==> config.mk <==
export PLATFORM = sky130hd
export DESIGN_NAME = pc_fetch
export DESIGN_NICKNAME = d
export VERILOG_FILES = /design/src/rtl/pc_fetch.sv
export SDC_FILE = /design/constraint.sdc
export NUM_CORES = 1
export LEC_CHECK = 0
export BUFFER_PORTS_ARGS = -buffer_cell sky130_fd_sc_hd__buf_2
export CORE_MARGIN = 2
export CORE_UTILIZATION = 45
export CTS_BUF_LIST = sky130_fd_sc_hd__clkbuf_4 sky130_fd_sc_hd__clkbuf_8 sky130_fd_sc_hd__clkbuf_16
export CTS_CLUSTER_DIAMETER = 40
export DETAILED_ROUTE_END_ITERATION = 7
export PLACE_DENSITY = 0.78
export SLEW_MARGIN = 20
export SYNTH_ARGS = -nofsm -noshare
export SYNTH_HDL_FRONTEND = slang
export SYNTH_SLANG_ARGS = --single-unit
export TNS_END_PERCENT = 10
==> constraint.sdc <==
create_clock -name clk -period 3.2 [get_ports clk]
set_input_delay 0.64 -clock clk [delete_from_list [all_inputs] [get_ports clk]]
set_output_delay 0.64 -clock clk [all_outputs]
set_load 0.005 [all_outputs]
==> src/rtl/pc_fetch.sv <==
// Program counter and instruction-fetch sequencer: fetches one word per request,
// holds it for decode until commit, then steps the PC. Optional feature macro: PC_MISALIGN_TRAP_EN.
module pc_fetch #(
  parameter logic [31:0] RESET_PC = 32'h0000_0000
) (
  input  logic        clk,
  input  logic        rst_n,
  output logic        imem_req,
  output logic [31:0] imem_addr,
  input  logic        imem_ack,
  input  logic [31:0] imem_rdata,
  output logic [31:0] instr,
  output logic        instr_valid,
  output logic [31:0] pc,
  input  logic        commit,
  input  logic [2:0]  branch,
  input  logic        zero,
  input  logic        less,
  input  logic [31:0] imm,
  input  logic [31:0] rs1,
  output logic [31:0] instret,
  output logic        trap
);

  localparam logic [31:0] NOP = 32'h0000_0013;

  typedef enum logic [1:0] {
    IDLE  = 2'd0,
    FETCH = 2'd1,
    EXEC  = 2'd2,
    TRAP  = 2'd3
  } state_t;

  state_t      state_reg, state_next;
  logic [31:0] pc_reg, pc_next;
  logic [31:0] instr_reg, instr_next;
  logic [31:0] instret_reg, instret_next;
  logic [31:0] target_pc;

  // Branch/jump target from the inputs sampled in the commit cycle.
  always_comb begin
    target_pc = pc_reg + 32'd4;
    case (branch)
      3'b001: target_pc = pc_reg + imm;
      3'b010: target_pc = (rs1 + imm) & ~32'h0000_0001;
      3'b100: if (zero)  target_pc = pc_reg + imm;
      3'b101: if (!zero) target_pc = pc_reg + imm;
      3'b110: if (less)  target_pc = pc_reg + imm;
      3'b111: if (!less) target_pc = pc_reg + imm;
      default: target_pc = pc_reg + 32'd4;
    endcase
  end

  always_comb begin
    state_next   = state_reg;
    pc_next      = pc_reg;
    instr_next   = instr_reg;
    instret_next = instret_reg;
    case (state_reg)
      IDLE: state_next = FETCH;
      FETCH: begin
        if (imem_ack) begin
          instr_next = imem_rdata;
          state_next = EXEC;
        end
      end
      EXEC: begin
        if (commit) begin
`ifdef PC_MISALIGN_TRAP_EN
          // A halfword-aligned target faults; pc keeps the faulting instruction.
          if (target_pc[1]) begin
            state_next = TRAP;
          end else begin
            pc_next      = target_pc;
            instret_next = instret_reg + 32'd1;
            state_next   = FETCH;
          end
`else
          pc_next      = target_pc & ~32'h0000_0003;
          instret_next = instret_reg + 32'd1;
          state_next   = FETCH;
`endif
        end
      end
      TRAP: state_next = TRAP;
      default: state_next = IDLE;
    endcase
  end

  always_ff @(posedge clk or negedge rst_n) begin
    if (!rst_n) begin
      state_reg   <= IDLE;
      pc_reg      <= RESET_PC;
      instr_reg   <= NOP;
      instret_reg <= 32'd0;
    end else begin
      state_reg   <= state_next;
      pc_reg      <= pc_next;
      instr_reg   <= instr_next;
      instret_reg <= instret_next;
    end
  end

  // Handshake outputs come straight from the state register so they never glitch.
  assign imem_req    = (state_reg == FETCH);
  assign instr_valid = (state_reg == EXEC);
  assign imem_addr   = pc_reg;
  assign pc          = pc_reg;
  assign instr       = instr_reg;
  assign instret     = instret_reg;
`ifdef PC_MISALIGN_TRAP_EN
  assign trap = (state_reg == TRAP);
`else
  assign trap = 1'b0;
`endif

endmodule

==> impl_results.md, run 1 <==
- DRT iter0 DRCs: 623
- Critical Path End Type: register
- Via density: 5.55
- Clock-pin slew on the worst setup and hold paths: 0.08 ns
- Clk sink count: 96
- Synth Area in Adders: 9.96%
- Synth Flop Type: dfrtp_1
- XOR/XNOR Fraction of Synth Area: 10.4%
- Slowest Stage Delay on Critical Path: 0.37 ns
- CTS tree: yes
- Layout Cells excl Fill: 1,405
- Share of cells above drive strength 1: 34.4%
- Die Wd: 136 um
- FF+latch count, synth: 96
- EDFF count, synth: 0
- Initial core utilization: 45.8%
- Final weighted congestion of routability-driven global placement: 0.940
- Period utilization: 96.4%
- Synth cell types: 75
- Die footprint: 18,600 um^2
- # DRC: 0
- First-pass GRT wire length: 36,100 um
- Placed cells: 1,388
- DIE HEIGHT: 136 um
- Asr flop ratio synth: 100%
- Post-synthesis mux area share: 5.10%
- Pwr dens: 721 nW/um^2
- RSZ-0062 raised after global routing: yes
- Drt first pass iters: 5
- All-layer global routing usage: 24.5%
- Core area: 17,200 um^2
- TritonCTS Buffers: 9
- Post-synthesis cell count: 895
- Outcome: finished, final reports clean
- Vias in the first global route: 7,436
- Worst skew pair latency: 0.35 ns
- Worst setup SP type: input pin
- IO buf count: 230
- Slowest CP cell: fa_1
- Util after Layout: 58.3%
- Worst slew margin: 60.5%
- Vias: 7,803
- Yosys warnings: 0
- Critical path class: input pin to register
- CP Data Required Time: 3.45 ns
- Final max-slew violation count: 0
- H-tree depth: 3
- Post-synthesis simple-gate area fraction: 17.0%
- Fin crit period: 3.08 ns
- Num rows: 48
- Root Driver: clkbuf_16
- Nets: 1,341
- Io pins: 236
- Detail Route Antenna Nets: 0
- Max_cap viols: 0
- Initial antenna violation count: 1
- Critical-path cell list: buf_2, ha_1, inv_1, fa_1, nand2b_1, a211oi_2, buf_4, o2111ai_2, a32oi_2, a221o_1, nor2_1, o21ai_1, xor2_1, a22oi_1, o31ai_1
- Hold/Removal Path Class: input pin to asynchronous set/reset pin
- Register area share after synthesis: 30.6%
- Combinational family with the most area after synthesis: compound AO/OA/AOI/OAI gates
- Grt ovf: 0
- WP data arrival: 3.34 ns
- Buf+Inv Stages, Crit Path: 3
- Leak: 4.92 nW
- VDD IR max: 0.000367 V
- Post-detail-place hpwl: 18,200 um
- Pin count of the biggest net entering global routing: 80
- Worst clock skew: 0.0156 ns
- Layout Area Growth over Synthesis: 27.2%
- Fin. Hold Viols: 0
- Routed WL: 23,000 um
- CP Max Fanout: 3
- Setup violations, final: 0
- Buffers from clock root to sink, at most: 2
- Mapped cell area: 7870 um^2
- Slew of the pin with the lowest slew margin: 0.590 ns
- FMAX: 324 MHz
- Critical path's top delay family: compound AO/OA/AOI/OAI gates
- Compound-gate portion of the synthesized area: 21.2%
- Avg Inst Size Synth: 8.79 um^2
- WL/cell: 16.4 um
==> power breakdown <==
group / total [mW] / switching (mW) / leakage, nW / internal (mW)
clock network: 1.08 / 0.527 / 0.139 / 0.551
registers: 1.97 / 0.338 / 1.21 / 1.63
logic: 4.16 / 2.12 / 3.57 / 2.04
total: 7.21 / 2.98 / 4.92 / 4.23
==> final timing paths <==
check	start	endpoint	slack, ns	cells after the start
setup / recovery	imm[2]	imem_addr[30]$_DFFE_PN0P_	0.12	15
hold / removal	rst_n	imem_addr[11]$_DFFE_PN0P_	0.16	1
setup reg to reg	imem_addr[2]$_DFFE_PN0P_	imem_addr[30]$_DFFE_PN0P_	0.15	14
hold reg to reg	instret[31]$_DFFE_PN0P_	instret[31]$_DFFE_PN0P_	0.48	1
max in group asynchronous	rst_n	instr[1]$_DFFE_PN1P_	2.32	2
min in group clk	instret[31]$_DFFE_PN0P_	instret[31]$_DFFE_PN0P_	0.48	1
==> worst reg2reg max path: stages (launching register included) <==
cell	delay (ns)
dfrtp_1	0.35
ha_1	0.21
inv_1	0.07
fa_1	0.37
nand2b_1	0.18
a211oi_2	0.20
buf_4	0.16
o2111ai_2	0.18
a32oi_2	0.30
a221o_1	0.25
nor2_1	0.07
o21ai_1	0.16
xor2_1	0.17
a22oi_1	0.09
o31ai_1	0.20
==> metal layers <==
layer	vias up	share of wire, %	GRT usage (%)
met5	-	0	0
li1	3795	-	-
met2	351	48	43.6
met4	0	2.0	7.93
met3	29	7.5	2.80
met1	3628	42	30.8
==> what timing repair did <==
action	CTS	global route
setup buffers	0	0
hold buffers	0	0
endpoints found under the setup margin	0	7
gates resized for setup	0	5
==> cell usage in the layout (no fill, tap or decap), types with 4 or more instances in the layout <==
cell type / synthesis / final
mux2_2: 32 / 32
clkbuf_16: 0 / 9
xor2_1: 37 / 37
o22ai_1: 9 / 9
or2_2: 4 / 4
and3_1: 14 / 14
a21oi_1: 73 / 72
a31oi_1: 7 / 7
nand4_1: 21 / 21
nand2_1: 76 / 76
a21o_1: 26 / 26
buf_2: 0 / 229
or3_1: 5 / 5
a22oi_1: 5 / 5
dfrtp_1: 93 / 93
xnor2_1: 56 / 56
nand3_1: 33 / 33
o21ai_1: 3 / 4
conb_1: 1 / 5
a221oi_1: 11 / 11
and2_1: 8 / 8
o221ai_1: 5 / 5
a211oi_1: 7 / 5
inv_1: 18 / 18
buf_4: 35 / 95
nor2b_1: 8 / 7
o21a_1: 4 / 4
nor3_1: 13 / 13
nor2_1: 66 / 66
o21ai_0: 58 / 57
nand2b_1: 13 / 13
ha_1: 61 / 61
==> cell type report <==
type / instances / area [um^2]
antenna: 1 / 2.50
clock inverter: 7 / 71.3
fill: 1500 / 7170
inverter: 18 / 67.6
clock buffer: 9 / 225
timing repair buffer: 326 / 1900
tap: 225 / 282
sequential: 96 / 2410
multi-input combinational: 723 / 5050
==> synth_stat cells (5+ instances only) <==
cell type  number  area [um^2]
o21ai_0        58          290
ha_1           61          763
or3_1           5         31.3
buf_4          35          263
mux2_2         32          360
a31oi_1         7         43.8
nand2_1        76          285
dfrtp_1        93         2330
nand2b_1       13         81.3
a221oi_1       11         96.3
and2_1          8         50.1
nor2b_1         8         50.1
a21o_1         26          195
nand4_1        21          131
a21oi_1        73          365
and3_1         14         87.6
nor2_1         66          248
nor3_1         13         65.1
nand3_1        33          165
xnor2_1        56          490
o22ai_1         9         56.3
o221ai_1        5         43.8
clkbuf_1       25         93.8
xor2_1         37          324
inv_1          18         67.6
a22oi_1         5         37.5
a211oi_1        7         52.6
==> through the flow <==
| stage | setup slack [ns] | hold WS [ns] | cell area [um^2] | TNS [ns] | power (mW) |
|---|---|---|---|---|---|
| after floorplan | 0.0151 | 0.344 | 7880 | 0 | 4.56 |
| after global placement | -0.174 | 0.459 | 9690 | -1.27 | 6.02 |
| after detailed placement | -0.233 | 0.465 | 9690 | -1.76 | 6.10 |
| after CTS | 0.106 | 0.154 | 9980 | 0 | 7.21 |
| after global routing | -0.0450 | 0.160 | 10000 | -0.0450 | 7.79 |
| final | 0.116 | 0.159 | 10000 | 0 | 7.21 |
==> cells by family (layout without fill, tap and decap cells) <==
group	after synthesis	after routing
buf+inv	80	360
mux	36	36
fa+ha+maj	62	62
other cells	1	6
flops	96	96
simple gates	277	277
compound gates	250	250
xor+xnor	93	93
Note: power is estimated with default switching activity, not from simulation.
==> run 2: changes to the inputs <==
--- a/config.mk
+++ b/config.mk
@@ -11,6 +11,7 @@
 export CTS_BUF_LIST = sky130_fd_sc_hd__clkbuf_4 sky130_fd_sc_hd__clkbuf_8 sky130_fd_sc_hd__clkbuf_16
 export CTS_CLUSTER_DIAMETER = 40
 export DETAILED_ROUTE_END_ITERATION = 7
+export MAX_ROUTING_LAYER = met4
 export PLACE_DENSITY = 0.78
 export SLEW_MARGIN = 20
 export SYNTH_ARGS = -nofsm -noshare
==> constraint.sdc (replaced) <==
create_clock -name clk -period 3.2 [get_ports clk]
set_input_delay 0.64 -clock clk [delete_from_list [all_inputs] [get_ports clk]]
set_output_delay 0.64 -clock clk [all_outputs]
set_load 0.02 [all_outputs]
==> run 2 against run 1 <==
Compared with the run above: clock skew up 0.0011 ns; critical path depth unchanged; total power up 9.8%; count of clock-buffer cells in the layout unchanged; hold slack better by 0.11 ns; non-clock buffer count down 4; critical path type unchanged; largest power group unchanged.
==> impl_results.md, run 2 (same netlist as run 1, synthesis figures left out) <==
- FMAX: 317 MHz
- CP Data Required Time: 3.45 ns
- Pin count of the biggest net entering global routing: 56
- Critical Path End Type: register
- Drt first pass iters: 5
- Fin crit period: 3.16 ns
- Commonest cells after routing, fill and taps aside: buf_2, dfrtp_1, buf_4
- VDD IR max: 0.000375 V
- Critical-path cell list: buf_2, ha_2, inv_1, fa_1, nand2b_1, a211oi_2, buf_4, o2111ai_2, a32oi_2, a221o_1, nor2_1, o21ai_1, xor2_1, a22oi_1, o31ai_1
- Nets: 1,337
- CTS Hold Buffers Added: 0
- WP data arrival: 3.41 ns
- Layout Cells excl Fill: 1,400
- First-pass GRT wire length: 36,000 um
- DP Area: 9650 um^2
- Hold/Removal Path Class: input pin to asynchronous set/reset pin
- Slowest CP cell: fa_1
- Final max-slew violation count: 0
- Inserted Diodes: 0
- IO buf count: 230
- Detail Route Antenna Nets: 0
- H-tree depth: 3
- Fin. Hold Viols: 0
- Num rows: 48
- Setup violations, final: 0
- Critical path class: input pin to register
- Initial antenna violation count: 0
- RSZ-0062 raised after global routing: yes
- Worst setup SP type: input pin
- Clock-pin slew on the worst setup and hold paths: 0.08 ns
- TritonCTS Buffers: 9
- Setup tns final: 0 ns
- DIE HEIGHT: 136 um
- Seq. cell area: 2410 um^2
- Worst slew margin: 61.9%
- Total power: 7.92 mW
- # DRC: 0
- Die Wd: 136 um
- Vias: 7,886
- Slowest Stage Delay on Critical Path: 0.37 ns
- Layout Area Growth over Synthesis: 26.8%
- Share of cells above drive strength 1: 34.3%
- Core area: 17,200 um^2
- Cell area after layout: 9980 um^2
- Pwr dens: 794 nW/um^2
- Placed cells: 1,384
- All-layer global routing usage: 25.2%
- CTS tree: yes
- Clk sink count: 96
- Root Driver: clkbuf_16
- Routed WL: 23,300 um
- Slew of the pin with the lowest slew margin: 0.572 ns
- Period utilization: 98.6%
- Area of the multi-input gates: 5050 um^2
- Initial core utilization: 45.8%
- Leak: 4.90 nW
- Worst clock skew: 0.0167 ns
- CP Max Fanout: 3
- DRT iter0 DRCs: 510
- Buffers from clock root to sink, at most: 2
- WHS: 0.266 ns
- Critical path's top delay family: compound AO/OA/AOI/OAI gates
- WL/cell: 16.6 um
- Outcome: finished, final reports clean
- Grt ovf: 0
- Commonest non-fill, non-tap cell in the layout: buf_2
- Vias in the first global route: 7,327
- Die footprint: 18,600 um^2
- Buf+Inv Stages, Crit Path: 3
- Max_cap viols: 0
- Final weighted congestion of routability-driven global placement: 0.972
- Reg2reg setup slack: 0.07 ns
- Post-detail-place hpwl: 18,400 um
- Filler instances: 1,540
- Io pins: 236
- Worst skew pair latency: 0.35 ns
- Via density: 5.63
run 2: cell types whose count changed in the layout (fill, tap and decap cells not counted):
| cell | previous run | this run |
|---|---|---|
| diode_2 | 1 | 0 |
| buf_12 | 2 | 1 |
| clkinv_4 | 0 | 2 |
| clkinv_8 | 1 | 3 |
| inv_8 | 2 | 1 |
| o21ai_1 | 4 | 3 |
| o21ai_0 | 57 | 58 |
| ha_2 | 0 | 1 |
| ha_1 | 61 | 60 |
| inv_6 | 2 | 1 |
| clkinvlp_4 | 2 | 0 |
| buf_4 | 95 | 92 |
run 2: power by group:
| part | total, mW | internal [mW] | switching (mW) |
|---|---|---|---|
| combinational | 4.86 | 2.04 | 2.82 |
| sequential | 1.97 | 1.63 | 0.334 |
| clock | 1.09 | 0.559 | 0.535 |
| total | 7.92 | 4.23 | 3.69 |
run 2: layer usage:
metal / global-route usage [%] / vias to the layer above / share of wire, %
met2: 43.1 / 356 / 49
met4: 8.16 / 0 / 2.0
met3: 4.18 / 36 / 7.9
met1: 30.1 / 3705 / 42
met5: - / - / 0
li1: - / 3789 / -
run 2: cell type report:
class	count	share of cell area (%)
inverters	18	0.677
repair buffers	322	18.6
clock inverters	7	0.865
flip-flops and latches	96	24.1
multi-input cells	723	50.7
clock buffers	9	2.26
well taps	225	2.82
run 2: path summary, 6_finish.rpt:
path / start / to / cells after the start
min reg2reg: instret[12]$_DFFE_PN0P_ / instret[12]$_DFFE_PN0P_ / 1
max: imm[2] / imem_addr[30]$_DFFE_PN0P_ / 15
min: rst_n / imem_addr[10]$_DFFE_PN0P_ / 1
max reg2reg: imem_addr[2]$_DFFE_PN0P_ / imem_addr[30]$_DFFE_PN0P_ / 14
max in group asynchronous: rst_n / state_reg[0]$_DFFE_PN0P_ / 2
min in group clk: instret[12]$_DFFE_PN0P_ / instret[12]$_DFFE_PN0P_ / 1
run 2: worst register-to-register path, cell delays in order (launching register included):
cell and delay [ns]:
dfrtp_1 0.36, ha_2 0.22, inv_1 0.06, fa_1 0.37, nand2b_1 0.19, a211oi_2 0.21
buf_4 0.16, o2111ai_2 0.18, a32oi_2 0.35, a221o_1 0.26, nor2_1 0.08, o21ai_1 0.15
xor2_1 0.16, a22oi_1 0.09, o31ai_1 0.22
run 2: per-stage QoR:
step           worst slack [ns]  util, %
3_5_place_dp             -0.260     56.2
6_report                 0.0438     58.1
3_3_place_gp             -0.205     56.2
2_1_floorplan            0.0151        -
4_1_cts                  0.0662     58.0
5_1_grt                 -0.0121     58.1
run 2: timing repair:
action,in CTS,in global routing
setup endpoints to repair,0,6
buffers inserted,0,0
gates resized for setup,0,5
==> run 3: changes to the inputs <==
--- a/config.mk
+++ b/config.mk
@@ -7,12 +7,13 @@
 export LEC_CHECK = 0
 export BUFFER_PORTS_ARGS = -buffer_cell sky130_fd_sc_hd__buf_2
 export CORE_MARGIN = 2
-export CORE_UTILIZATION = 45
+export CORE_UTILIZATION = 27
 export CTS_BUF_LIST = sky130_fd_sc_hd__clkbuf_4 sky130_fd_sc_hd__clkbuf_8 sky130_fd_sc_hd__clkbuf_16
 export CTS_CLUSTER_DIAMETER = 40
 export DETAILED_ROUTE_END_ITERATION = 7
+export GPL_TIMING_DRIVEN = 0
 export MAX_ROUTING_LAYER = met4
-export PLACE_DENSITY = 0.78
+export PLACE_DENSITY = 0.54
 export SLEW_MARGIN = 20
 export SYNTH_ARGS = -nofsm -noshare
 export SYNTH_HDL_FRONTEND = slang
==> run 3 against run 2 <==
Compared with the run above: count of clock-buffer cells in the layout grew 1; sequential power rose by 11%; core utilization shrank 23 points; clock skew down 0.0030 ns; non-clock buffer count shrank 11; combinational power down 1%; critical path type unchanged; highest routed layer unchanged.
==> impl_results.md, run 3 (same netlist as run 1, synthesis figures left out) <==
- Filler instances: 3,036
- Slowest Stage Delay on Critical Path: 0.41 ns
- Worst setup SP type: input pin
- DRT iter0 DRCs: 580
- Final weighted congestion of routability-driven global placement: 0.849
- Vias in the first global route: 7,137
- Nets: 1,326
- Fin. Hold Viols: 0
- Slowest CP cell: a221o_2
- Io pins: 236
- Buffers from clock root to sink, at most: 2
- FMAX: 315 MHz
- Period utilization: 99.3%
- Commonest non-fill, non-tap cell in the layout: buf_2
- Critical Path End Type: register
- Commonest cells after routing, fill and taps aside: buf_2, dfrtp_1, nand2_1
- CP Max Fanout: 6
- H-tree depth: 3
- Final setup margin: 0.0217 ns
- Buf+Inv Stages, Crit Path: 1
- # DRC: 0
- CTS Hold Buffers Added: 0
- Vias: 7,702
- Reg2reg setup slack: 0.05 ns
- Critical path's top delay family: compound AO/OA/AOI/OAI gates
- Util after Layout: 35.4%
- Worst slew margin: 31.9%
- Critical path class: input pin to register
- Pre-CTS setup slack: -0.675 ns
- Grt ovf: 0
- Worst clock skew: 0.0137 ns
- Max_cap viols: 0
- Die footprint: 30,500 um^2
- Worst skew pair latency: 0.35 ns
- Critical-path cell list: buf_2, ha_1, nand3_1, o22ai_1, o2111ai_2, a21oi_4, a221o_2, a41o_4, a31o_2, nand2_2, mux2_1, o21ai_1
- Pwr dens: 790 nW/um^2
- Drt first pass iters: 5
- Share of cells above drive strength 1: 33.8%
- CTS tree: yes
- CP Data Required Time: 3.47 ns
- Num rows: 62
- Placed cells: 1,513
- Initial core utilization: 27.4%
- IO buf count: 229
- Root Driver: clkbuf_16
- Detail Route Antenna Nets: 0
- Inserted Diodes: 0
- Final max-slew violation count: 0
- DIE HEIGHT: 175 um
- WL/cell: 16.9 um
- Via density: 4.98
- Hold/Removal Path Class: input pin to asynchronous set/reset pin
- Leak: 4.76 nW
- Clk sink count: 96
- First-pass GRT wire length: 40,400 um
- Layout Cells excl Fill: 1,548
- Core area: 28,700 um^2
- Post-detail-place hpwl: 20,700 um
- Die Wd: 175 um
- VDD IR max: 0.000335 V
- All-layer global routing usage: 17.2%
- Setup violations, final: 0
- Pin count of the biggest net entering global routing: 56
- Initial antenna violation count: 0
- WHS: 0.206 ns
- Total power: 8.04 mW
- TritonCTS Buffers: 9
- WP data arrival: 3.45 ns
- Fin crit period: 3.18 ns
- Slew of the pin with the lowest slew margin: 1.02 ns
- RSZ-0062 raised after global routing: yes
- Layout Area Growth over Synthesis: 29.3%
- Clock-pin slew on the worst setup and hold paths: 0.08 ns
- Outcome: finished, final reports clean
- Routed WL: 26,200 um
run 3: path summary, 6_finish.rpt:
kind                                     startpoint  depth (start not counted)                   endpoint
min in group clk            instret[31]$_DFFE_PN0P_                          1    instret[31]$_DFFE_PN0P_
max reg2reg                imem_addr[6]$_DFFE_PN0P_                         11  imem_addr[28]$_DFFE_PN0P_
max                                          imm[6]                         12  imem_addr[28]$_DFFE_PN0P_
max in group asynchronous                     rst_n                          2       instr[4]$_DFFE_PN1P_
min                                           rst_n                          1      instr[27]$_DFFE_PN0P_
min reg2reg                 instret[31]$_DFFE_PN0P_                          1    instret[31]$_DFFE_PN0P_
run 3: power breakdown:
group	internal (mW)	total (mW)	switching (mW)	leakage [nW]
registers	1.64	2.18	0.537	1.19
clock network	0.548	1.06	0.509	0.131
logic	2.07	4.80	2.73	3.43
total	4.26	8.04	3.78	4.76
run 3: area by class of cell:
cell class / count / area [um^2] / area share [%]
repair buffers: 249 / 1320 / 13.0
plain buffers: 62 / 378 / 3.72
multi-input cells: 723 / 5220 / 51.3
inverters: 18 / 67.6 / 0.664
well taps: 384 / 480 / 4.72
clock inverters: 6 / 51.3 / 0.504
flip-flops and latches: 96 / 2420 / 23.8
clock buffers: 10 / 233 / 2.29
run 3: metal layers:
layer	vias to the layer above	GRT usage (%)	part of all wire, %	wire length (um)
met4	0	3.89	0.98	257
met1	3629	22.7	45	11800
met2	285	28.2	48	12500
met3	14	2.26	5.9	1560
li1	3774	-	-	-
met5	-	-	0	0
run 3: what timing repair did:
item	CTS	global route
gates cloned	0	0
hold endpoints to repair	0	0
gates resized for setup	10	31
setup endpoints to repair	8	6
setup buffers	1	18
pin swaps	3	19
run 3: worst register-to-register path, delay by kind of cell, from the launching register on:
kind                     cells  cell delay, ns
XOR/XNOR                     1            0.17
AND/OR/NAND/NOR              1            0.36
adder cells (fa/ha/maj)      1            0.24
AO/OA/AOI/OAI                7            1.65
flip-flops                   1            0.45
buffers and inverters        1            0.15
run 3: through the flow:
stage	cell area (um^2)	TNS, ns
after floorplan	7880	0
final	10200	0
after global routing	10200	-0.107
after global placement	9510	-4.39
after CTS	9890	-0.0504
after detailed placement	9540	-4.20
